File: config.mk
export PLATFORM = sky130hd
export DESIGN_NAME = fpadder_seq_flat
export DESIGN_NICKNAME = d
export VERILOG_FILES = /design/src/rtl/fpadder_seq_if.sv /design/src/rtl/fpadder_seq.sv /design/src/flat_wrapper.sv
export SDC_FILE = /design/constraint.sdc
export NUM_CORES = 1
export LEC_CHECK = 0
export ABC_AREA = 1
export CAP_MARGIN = 5
export CORE_ASPECT_RATIO = 0.75
export CORE_UTILIZATION = 60
export CTS_CLUSTER_SIZE = 14
export DETAILED_ROUTE_END_ITERATION = 12
export PLACE_DENSITY = 0.84
export SYNTH_ARGS = -nofsm -noshare
export SYNTH_HDL_FRONTEND = slang
export SYNTH_SLANG_ARGS = --single-unit
File: constraint.sdc
create_clock -name clk -period 7.3 [get_ports clk]
set_clock_uncertainty 0.15 [all_clocks]
set_input_delay 2.19 -clock clk [delete_from_list [all_inputs] [get_ports clk]]
set_output_delay 2.19 -clock clk [all_outputs]
set_load 0.05 [all_outputs]
File: src/rtl/fpadder_seq_if.sv
// Handshake and operand/result bundle for the sequential single-precision adder.
interface fpadder_seq_if;
  logic        load;
  logic [31:0] a;
  logic [31:0] b;
  logic [31:0] add_out;
  logic        done;
  logic        busy;

  modport master (output load, output a, output b,
                  input  add_out, input done, input busy);
  modport slave  (input  load, input a, input b,
                  output add_out, output done, output busy);
endinterface

File: src/rtl/fpadder_seq.sv
// Sequential IEEE-754 single-precision adder: serial align, add/sub, serial normalize, truncation.
// Optional FPADD_SPECIAL_EN: exponent-255 operands (inf/NaN) bypass the datapath straight to DONE.
module fpadder_seq (
  input  logic          clk,
  input  logic          reset,
  fpadder_seq_if.slave  bus
);

  typedef enum logic [2:0] {IDLE, ALIGN, ADD, NORM, DONE} state_t;

  state_t      state_reg;
  logic        sign_reg;
  logic [8:0]  exp_reg;
  logic [23:0] ml_reg;
  logic [23:0] ms_reg;
  logic [24:0] sum_reg;
  logic [4:0]  cnt_reg;
  logic        sub_reg;
  logic        carry_reg;
  logic        special_reg;
  logic [31:0] special_val_reg;

  logic        a_larger;
  logic [31:0] op_l;
  logic [31:0] op_s;
  logic [7:0]  exp_l;
  logic [7:0]  exp_s;
  logic [7:0]  exp_diff;
  logic [4:0]  shift_amt;
  logic [23:0] sig_l;
  logic [23:0] sig_s;
  logic        spec_hit;
  logic [31:0] spec_val;

  // Magnitude ordering on the raw exponent/fraction bits; ties keep A as the larger.
  assign a_larger  = (bus.a[30:0] >= bus.b[30:0]);
  assign op_l      = a_larger ? bus.a : bus.b;
  assign op_s      = a_larger ? bus.b : bus.a;
  assign exp_l     = op_l[30:23];
  assign exp_s     = op_s[30:23];
  assign exp_diff  = exp_l - exp_s;
  assign shift_amt = (exp_diff > 8'd25) ? 5'd25 : exp_diff[4:0];
  assign sig_l     = (exp_l == 8'd0) ? 24'd0 : {1'b1, op_l[22:0]};
  assign sig_s     = (exp_s == 8'd0) ? 24'd0 : {1'b1, op_s[22:0]};

`ifdef FPADD_SPECIAL_EN
  logic a_max_exp;
  logic b_max_exp;
  logic a_nan;
  logic b_nan;

  assign a_max_exp = &bus.a[30:23];
  assign b_max_exp = &bus.b[30:23];
  assign a_nan     = a_max_exp && (|bus.a[22:0]);
  assign b_nan     = b_max_exp && (|bus.b[22:0]);
  assign spec_hit  = a_max_exp || b_max_exp;
  // Opposite-signed infinities have no meaningful sum, so they join NaN inputs on the quiet NaN.
  assign spec_val  = (a_nan || b_nan || (a_max_exp && b_max_exp && (bus.a[31] != bus.b[31])))
                     ? 32'h7FC0_0000
                     : (a_max_exp ? bus.a : bus.b);
`else
  assign spec_hit  = 1'b0;
  assign spec_val  = 32'h0000_0000;
`endif

  always_ff @(posedge clk or negedge reset) begin
    if (!reset) begin
      state_reg       <= IDLE;
      sign_reg        <= 1'b0;
      exp_reg         <= 9'd0;
      ml_reg          <= 24'd0;
      ms_reg          <= 24'd0;
      sum_reg         <= 25'd0;
      cnt_reg         <= 5'd0;
      sub_reg         <= 1'b0;
      carry_reg       <= 1'b0;
      special_reg     <= 1'b0;
      special_val_reg <= 32'd0;
      bus.add_out     <= 32'd0;
      bus.done        <= 1'b0;
      bus.busy        <= 1'b0;
    end else begin
      bus.done <= 1'b0;
      case (state_reg)
        IDLE: begin
          if (bus.load && !bus.busy) begin
            sign_reg        <= op_l[31];
            exp_reg         <= {1'b0, exp_l};
            ml_reg          <= sig_l;
            ms_reg          <= sig_s;
            cnt_reg         <= shift_amt;
            sub_reg         <= op_l[31] ^ op_s[31];
            carry_reg       <= 1'b0;
            sum_reg         <= 25'd0;
            special_reg     <= spec_hit;
            special_val_reg <= spec_val;
            bus.busy        <= 1'b1;
            state_reg       <= spec_hit ? DONE : ALIGN;
          end
        end

        ALIGN: begin
          if (cnt_reg != 5'd0) begin
            ms_reg  <= ms_reg >> 1;
            cnt_reg <= cnt_reg - 5'd1;
          end else begin
            state_reg <= ADD;
          end
        end

        ADD: begin
          // Larger magnitude is on ml_reg, so the difference never goes negative.
          if (sub_reg)
            sum_reg <= {1'b0, ml_reg} - {1'b0, ms_reg};
          else
            sum_reg <= {1'b0, ml_reg} + {1'b0, ms_reg};
          state_reg <= NORM;
        end

        NORM: begin
          if (sum_reg == 25'd0) begin
            sign_reg  <= 1'b0;
            exp_reg   <= 9'd0;
            state_reg <= DONE;
          end else if (sum_reg[24]) begin
            sum_reg   <= sum_reg >> 1;
            exp_reg   <= exp_reg + 9'd1;
            carry_reg <= 1'b1;
            state_reg <= DONE;
          end else if (sum_reg[23]) begin
            state_reg <= DONE;
          end else if (exp_reg <= 9'd1) begin
            // A further left shift would land in the denormal range: flush, keep the sign.
            exp_reg   <= 9'd0;
            sum_reg   <= 25'd0;
            state_reg <= DONE;
          end else begin
            sum_reg <= sum_reg << 1;
            exp_reg <= exp_reg - 9'd1;
          end
        end

        DONE: begin
          if (special_reg)
            bus.add_out <= special_val_reg;
          else if (carry_reg && (exp_reg >= 9'd255))
            bus.add_out <= {sign_reg, 8'hFF, 23'd0};
          else
            bus.add_out <= {sign_reg, exp_reg[7:0], sum_reg[22:0]};
          bus.done  <= 1'b1;
          bus.busy  <= 1'b0;
          state_reg <= IDLE;
        end

        default: state_reg <= IDLE;
      endcase
    end
  end

endmodule

File: src/flat_wrapper.sv
// flat-port wrapper written by rule: the top's interface ports become plain ports
module fpadder_seq_flat 
  (clk, reset, bus_load, bus_a, bus_b, bus_add_out, bus_done, bus_busy);
  fpadder_seq_if bus_i ();
  input  logic clk;
  input  logic reset;
  input wire logic [$bits(bus_i.load)-1:0] bus_load;
  input wire logic [$bits(bus_i.a)-1:0] bus_a;
  input wire logic [$bits(bus_i.b)-1:0] bus_b;
  output wire logic [$bits(bus_i.add_out)-1:0] bus_add_out;
  output wire logic [$bits(bus_i.done)-1:0] bus_done;
  output wire logic [$bits(bus_i.busy)-1:0] bus_busy;
  assign bus_i.load = bus_load;
  assign bus_i.a = bus_a;
  assign bus_i.b = bus_b;
  assign bus_add_out = bus_i.add_out;
  assign bus_done = bus_i.done;
  assign bus_busy = bus_i.busy;
  fpadder_seq u_core (.clk(clk), .reset(reset), .bus(bus_i));
endmodule
Word-level counts from Yosys, hierarchy flattened
Index checks and enable logic that the tools add are counted.
{"block": "word_totals", "out_inout_bits": 34, "mem_bits_rw": 0, "mem_bits_ro": 0, "n_memories": 0, "latchBits": 0, "input_bits": 67, "register_bits": 127}
{"block": "op_classes", "n_reduce_logical": 21, "n_mux": 42, "n_mul": 0, "n_div": 0, "eq_ne": 13, "order_cmp": 4, "addsub": 6, "n_bitwise": 1, "shifts": 0}
{"cell": "two-way mux 25 bit", "count": 5}
{"cell": "two-way mux 24 bit", "count": 5}
{"cell": "case mux 25 bit (3 select lines)", "count": 1}
{"cell": "two-way mux 32 bit", "count": 2}
{"cell": "case mux 24 bit (2 select lines)", "count": 1}
{"cell": "two-way mux 9 bit", "count": 5}
{"cell": ">= comparator 31 bit", "count": 1}
{"cell": "two-way mux 31 bit", "count": 1}
{"cell": "adder 24 x 24 -> 25 bit", "count": 1}
{"cell": "logical NOT 25 bit", "count": 1}
{"cell": "subtractor 24 x 24 -> 25 bit", "count": 1}
{"cell": "two-way mux 3 bit", "count": 6}
{"cell": "case mux 9 bit (2 select lines)", "count": 1}
{"cell": "logical NOT 8 bit", "count": 2}
{"cell": "two-way mux 5 bit", "count": 3}
{"cell": "AND reduction 3 bit", "count": 5}
{"cell": "case mux 3 bit (4 select lines)", "count": 1}
{"cell": "case mux 5 bit (2 select lines)", "count": 1}
{"cell": "adder 9 x 1 -> 9 bit (second input constant)", "count": 1}
{"cell": ">= comparator 9 x 8 -> 1 bit (second input constant)", "count": 1}
{"cell": "less-or-equal comparator 9 x 1 -> 1 bit (second input constant)", "count": 1}
{"cell": "subtractor 9 x 1 -> 9 bit (second input constant)", "count": 1}
{"cell": "greater-than comparator 8 x 5 -> 1 bit (second input constant)", "count": 1}
{"cell": "inequality test 2 x 1 -> 1 bit (second input constant)", "count": 4}
{"cell": "other kinds (20)", "count": 35}

Longest topological paths before layout
{"block": "logic_depth", "depth_word": 7, "depth_mapped": 25, "ltp_nobuf": 25}

Worst setup path before layout
No wires, ideal clock.
{"block": "synth_timing", "path_type": "input -> register", "from": "input bus_b[26]", "to": "register u_core.ml_reg[0]", "t_arrival_ps": 4295, "setup_time_ps": 131, "path_stages": 17, "required_ps": 7019, "path_slack_ps": 2724, "path_buffers": 3, "cell_sequence": "inv_1 ha_1 buf_6 nand2_1 inv_2 nand2_1 nand2_1 a21oi_1 nand2_1 nor2_4 nand2_4 buf_12 o21ai_2 nand3_2 o41ai_4 buf_6 o22ai_2"}
{"block": "synth_via", "elab_chain_cells": 4}
{"element": "start: declaration", "line_no": "flat_wrapper.sv:9", "source": "input wire logic [$bits(bus_i.b)-1:0] bus_b;"}
{"element": ">= comparator 31 bit", "line_no": "fpadder_seq.sv:36", "source": "assign a_larger = (bus.a[30:0] >= bus.b[30:0]);"}
{"element": "two-way mux 32 bit (*)", "line_no": "fpadder_seq.sv:37", "source": "assign op_l = a_larger ? bus.a : bus.b;"}
{"element": "logical NOT 8 bit", "line_no": "fpadder_seq.sv:43", "source": "assign sig_l = (exp_l == 8'd0) ? 24'd0 : {1'b1, op_l[22:0]};"}
{"element": "two-way mux 24 bit (*)", "line_no": "fpadder_seq.sv:43"}
{"element": "end signal: assignment", "line_no": "fpadder_seq.sv:89", "source": "ml_reg <= sig_l;"}
{"element": "end: declaration", "line_no": "fpadder_seq.sv:14", "source": "logic [23:0] ml_reg;"}
Mark *: on every way between the ends. The rest lies on a longest branch, timed or not.
A chain may end at the register's enable or synchronous reset.

Worst setup path after layout
{"block": "layout_timing", "from": "input bus_b[26]", "to": "register u_core.cnt_reg[4]"}
{"block": "layout_via", "elab_chain_cells": 7, "elab_cells_between_ends": 8, "classes_between": "add/sub: 1; order compare: 2; mux: 5"}
{"element": ">= comparator 31 bit", "line_no": "fpadder_seq.sv:36"}
{"element": "two-way mux 32 bit, on equally long branches", "line_no": "fpadder_seq.sv:37, fpadder_seq.sv:38"}
{"element": "subtractor 8 bit (*)", "line_no": "fpadder_seq.sv:41", "source": "assign exp_diff = exp_l - exp_s;"}
{"element": "greater-than comparator 8 x 5 -> 1 bit", "line_no": "fpadder_seq.sv:42", "source": "assign shift_amt = (exp_diff > 8'd25) ? 5'd25 : exp_diff[4:0];"}
{"element": "two-way mux 5 bit (*)", "line_no": "fpadder_seq.sv:42"}
{"element": "two-way mux 5 bit (*)", "line_no": "fpadder_seq.sv:86", "source": "if (bus.load && !bus.busy) begin"}
{"element": "case mux 5 bit (2 select lines) (*)", "line_no": "fpadder_seq.sv:84", "source": "case (state_reg)"}
{"element": "end signal: assignment", "line_no": "fpadder_seq.sv:91", "source": "cnt_reg <= shift_amt;"}
{"element": "end signal: assignment", "line_no": "fpadder_seq.sv:105", "source": "cnt_reg <= cnt_reg - 5'd1;"}
{"element": "end: declaration", "line_no": "fpadder_seq.sv:17", "source": "logic [4:0] cnt_reg;"}
Mark *: on every way between the ends. The rest lies on a longest branch, timed or not. The select of a mux whose other input is x is not followed.

==> flow_summary.yaml <==
routing:
  drt_iter0_drc: 901
  vias: 9737
  drc_errors: 0
  via_per_inst: 5.87
  totalWireLength_mm: 26.2
  ant_nets: 0
  wire_per_inst_um: 15.8
  drtPass1Iterations: 5
logic_synthesis:
  syn_inst: 1365
  ys_types: 51
  synth_area_um2: 9790
  synth_edf_count: 0
  synth_top_cell_by_area: "dfrtp_1"
  yosysTopAreaCellShare_pct: 32.5
  avgSynthCellArea_um2: 7.17
  yosys-top-cells-count: "302 x nand2_1, 173 x inv_1, 127 x dfrtp_1"
  ys.flop_type: "dfrtp_1"
  yosysWarnings: 0
  synthArstFlopShare_pct: 100
  synth_nets: 1495
  synth_most_common_cell: "nand2_1"
  yosysSeqAreaShare_pct: 32.5
  ys_seq_elements: 127
  synth_area_leaders: "dfrtp_1 32%, nand2_1 12%, ha_1 7.9%"
critical_path:
  setup.worst_path.class: "input port to flop"
  critPathArrivalTime_ns: 5.70
  critPathLaunchType: "input port"
  cp.required_ns: 7.47
  worstPathMaxFanout: 23
  end_kind: "flop"
clock_network:
  clockBufferDepth: 2
  htreeDepth: 4
  post_cts_buffers: 0
  root_buffer: "clkbuf_16"
  cts_resized: 0
  insertion_delay_ns: 0.43
  cts_tree: "yes"
  cts_buffers: 17
  ctsHoldBuffers: 0
  clkSinkCount: 127
  path_clk_slew_ns: 0.05
placement:
  hpwl_mm: 19.6
  place.port_buffers: 100
  place_ws_ns: 1.46
  placed_cells: 1629
  placed_cell_area_um2: 10900
  gp_congestion: 0.928
sta:
  hold_viol: 0
  tns_ns: 0
  rsz0062_at_grt: "false"
  max_slew_margin_pct: 29.3
  clock.fmax_mhz: 181
  setup_slack_ns: 1.77
  slew_violations: 0
  final-setup-viol-count: 0
  final.min_clock_period_ns: 5.53
  finalCritPeriodShare_pct: 75.8
  holdWs_ns: 0.329
  worstMarginPinSlew_ns: 1.06
pwr:
  p_leak_nw: 5.58
  max-vdd-ir-drop_uv: 199
  powerDensity_nw_per_um2: 463
  p_total_mw: 5.32
global_routing:
  overflow: 0
  antenna_found_initial: 0
  grt_max_degree: 94
  grt_pass1_vias: 8968
  grt_util_all_layers_pct: 33.0
  grt_first_pass_wirelength_mm: 43.9
hold_path:
  hp-class: "flop to flop"
floorplanning:
  initial_core_util_pct: 61.3
  dieHeight_um: 113
  row_count: 40
  placeableCoreArea_um2: 16000
  die-area_um2: 16800
  pin_count: 101
  die_x_um: 149
cells_and_area:
  antennaDiodeCount: 0
  utilization_pct: 71.9
  final_area_um2: 11500
  syn_to_final_growth_pct: 17.3
  drive_gt1_share_pct: 8.00
  finalNonFillerCells: 1660
  final_nets: 1568
  largest_register_ffs: 32
status:
  status: "finished, final reports clean"
job:
  cap_violations: 0
-- power breakdown --
| part | total (mW) | internal [mW] | leakage [nW] | switching, mW |
|---|---|---|---|---|
| Clock | 0.871 | 0.560 | 0.291 | 0.311 |
| Sequential | 1.26 | 0.995 | 1.61 | 0.265 |
| Combinational | 3.19 | 1.10 | 3.68 | 2.09 |
-- layout make-up --
cell class | count | area [um^2]
Tap cell | 210 | 263
Sequential cell | 127 | 3180
Fill cell | 1277 | 4480
Inverter | 177 | 664
Clock buffer | 21 | 470
Clock inverter | 10 | 136
Timing Repair Buffer | 111 | 1080
Multi-Input combinational cell | 1004 | 5690
-- logic make-up (layout without fill, tap and decap cells) --
group,Yosys count,count (layout),share of synthesized area [%]
buffers and inverters,234,319,9.66
DFF,127,127,32.5
and+or+nand+nor,572,572,25.8
muxes,1,1,0.102
AOI/OAI and AO/OA,334,334,20.8
adders and majority gates,63,63,8.13
xor gates and xnor gates,34,34,3.04
-- placed cells by master, fill, tap and decap left out, types with 6 or more instances in the layout --
cell	netlist	layout
o221ai_1	21	21
a31oi_1	14	14
o22ai_1	7	7
a21oi_1	116	116
dfrtp_1	127	127
nor3_1	21	18
nand3_2	10	10
clkbuf_16	0	17
nand4_1	14	14
inv_1	173	173
o211ai_1	19	19
nand3_1	84	84
clkdlybuf4s50_1	0	99
buf_4	0	12
xor2_1	31	31
nand2_2	18	18
nand2_1	302	302
o21ai_0	100	100
nand3b_1	6	6
nor2_1	98	98
o21ai_2	20	20
ha_1	62	62
a22oi_1	7	7
-- final timing paths --
kind | from | depth (start not counted) | slack (ns) | endpoint
max reg2reg | u_core.sub_reg | 19 | 2.66 | u_core.sum_reg[22]
min | u_core.bus.add_out[17] | 2 | 0.33 | u_core.bus.add_out[17]
max in group asynchronous | reset | 2 | 4.03 | u_core.bus.add_out[11]
min reg2reg | u_core.bus.add_out[17] | 2 | 0.33 | u_core.bus.add_out[17]
min in group asynchronous | reset | 1 | 1.73 | u_core.exp_reg[2]
max | bus_b[26] | 22 | 1.77 | u_core.cnt_reg[4]
-- per-layer routing --
| metal | routed length (um) | vias up | track usage [%] | share of wire, % |
|---|---|---|---|---|
| li1 | - | 4726 | - | - |
| met4 | 446 | 0 | 10.0 | 1.7 |
| met3 | 2210 | 42 | 6.14 | 8.4 |
| met2 | 11100 | 456 | 47.9 | 42 |
| met1 | 12400 | 4513 | 49.3 | 47 |
| met5 | 0 | - | 0 | 0 |
-- critical path, stage by stage --
cell and delay [ns]:
clkdlybuf4s50_1 0.50, inv_1 0.07, ha_1 0.46, nand2_1 0.13, nor2_1 0.23, nand2_1 0.09, nor2_1 0.11, nand3_1 0.12
nand2_1 0.13, nor2_4 0.09, nand2_4 0.26, nand2_1 0.10, nand2_1 0.16, nand2_1 0.17, nand2_1 0.12, nand3_1 0.11
nand3_1 0.12, nand2_2 0.09, a21oi_4 0.19, nand3_1 0.13, nand2_1 0.08, nand2_1 0.04
Power figures use the tool's default switching activity.
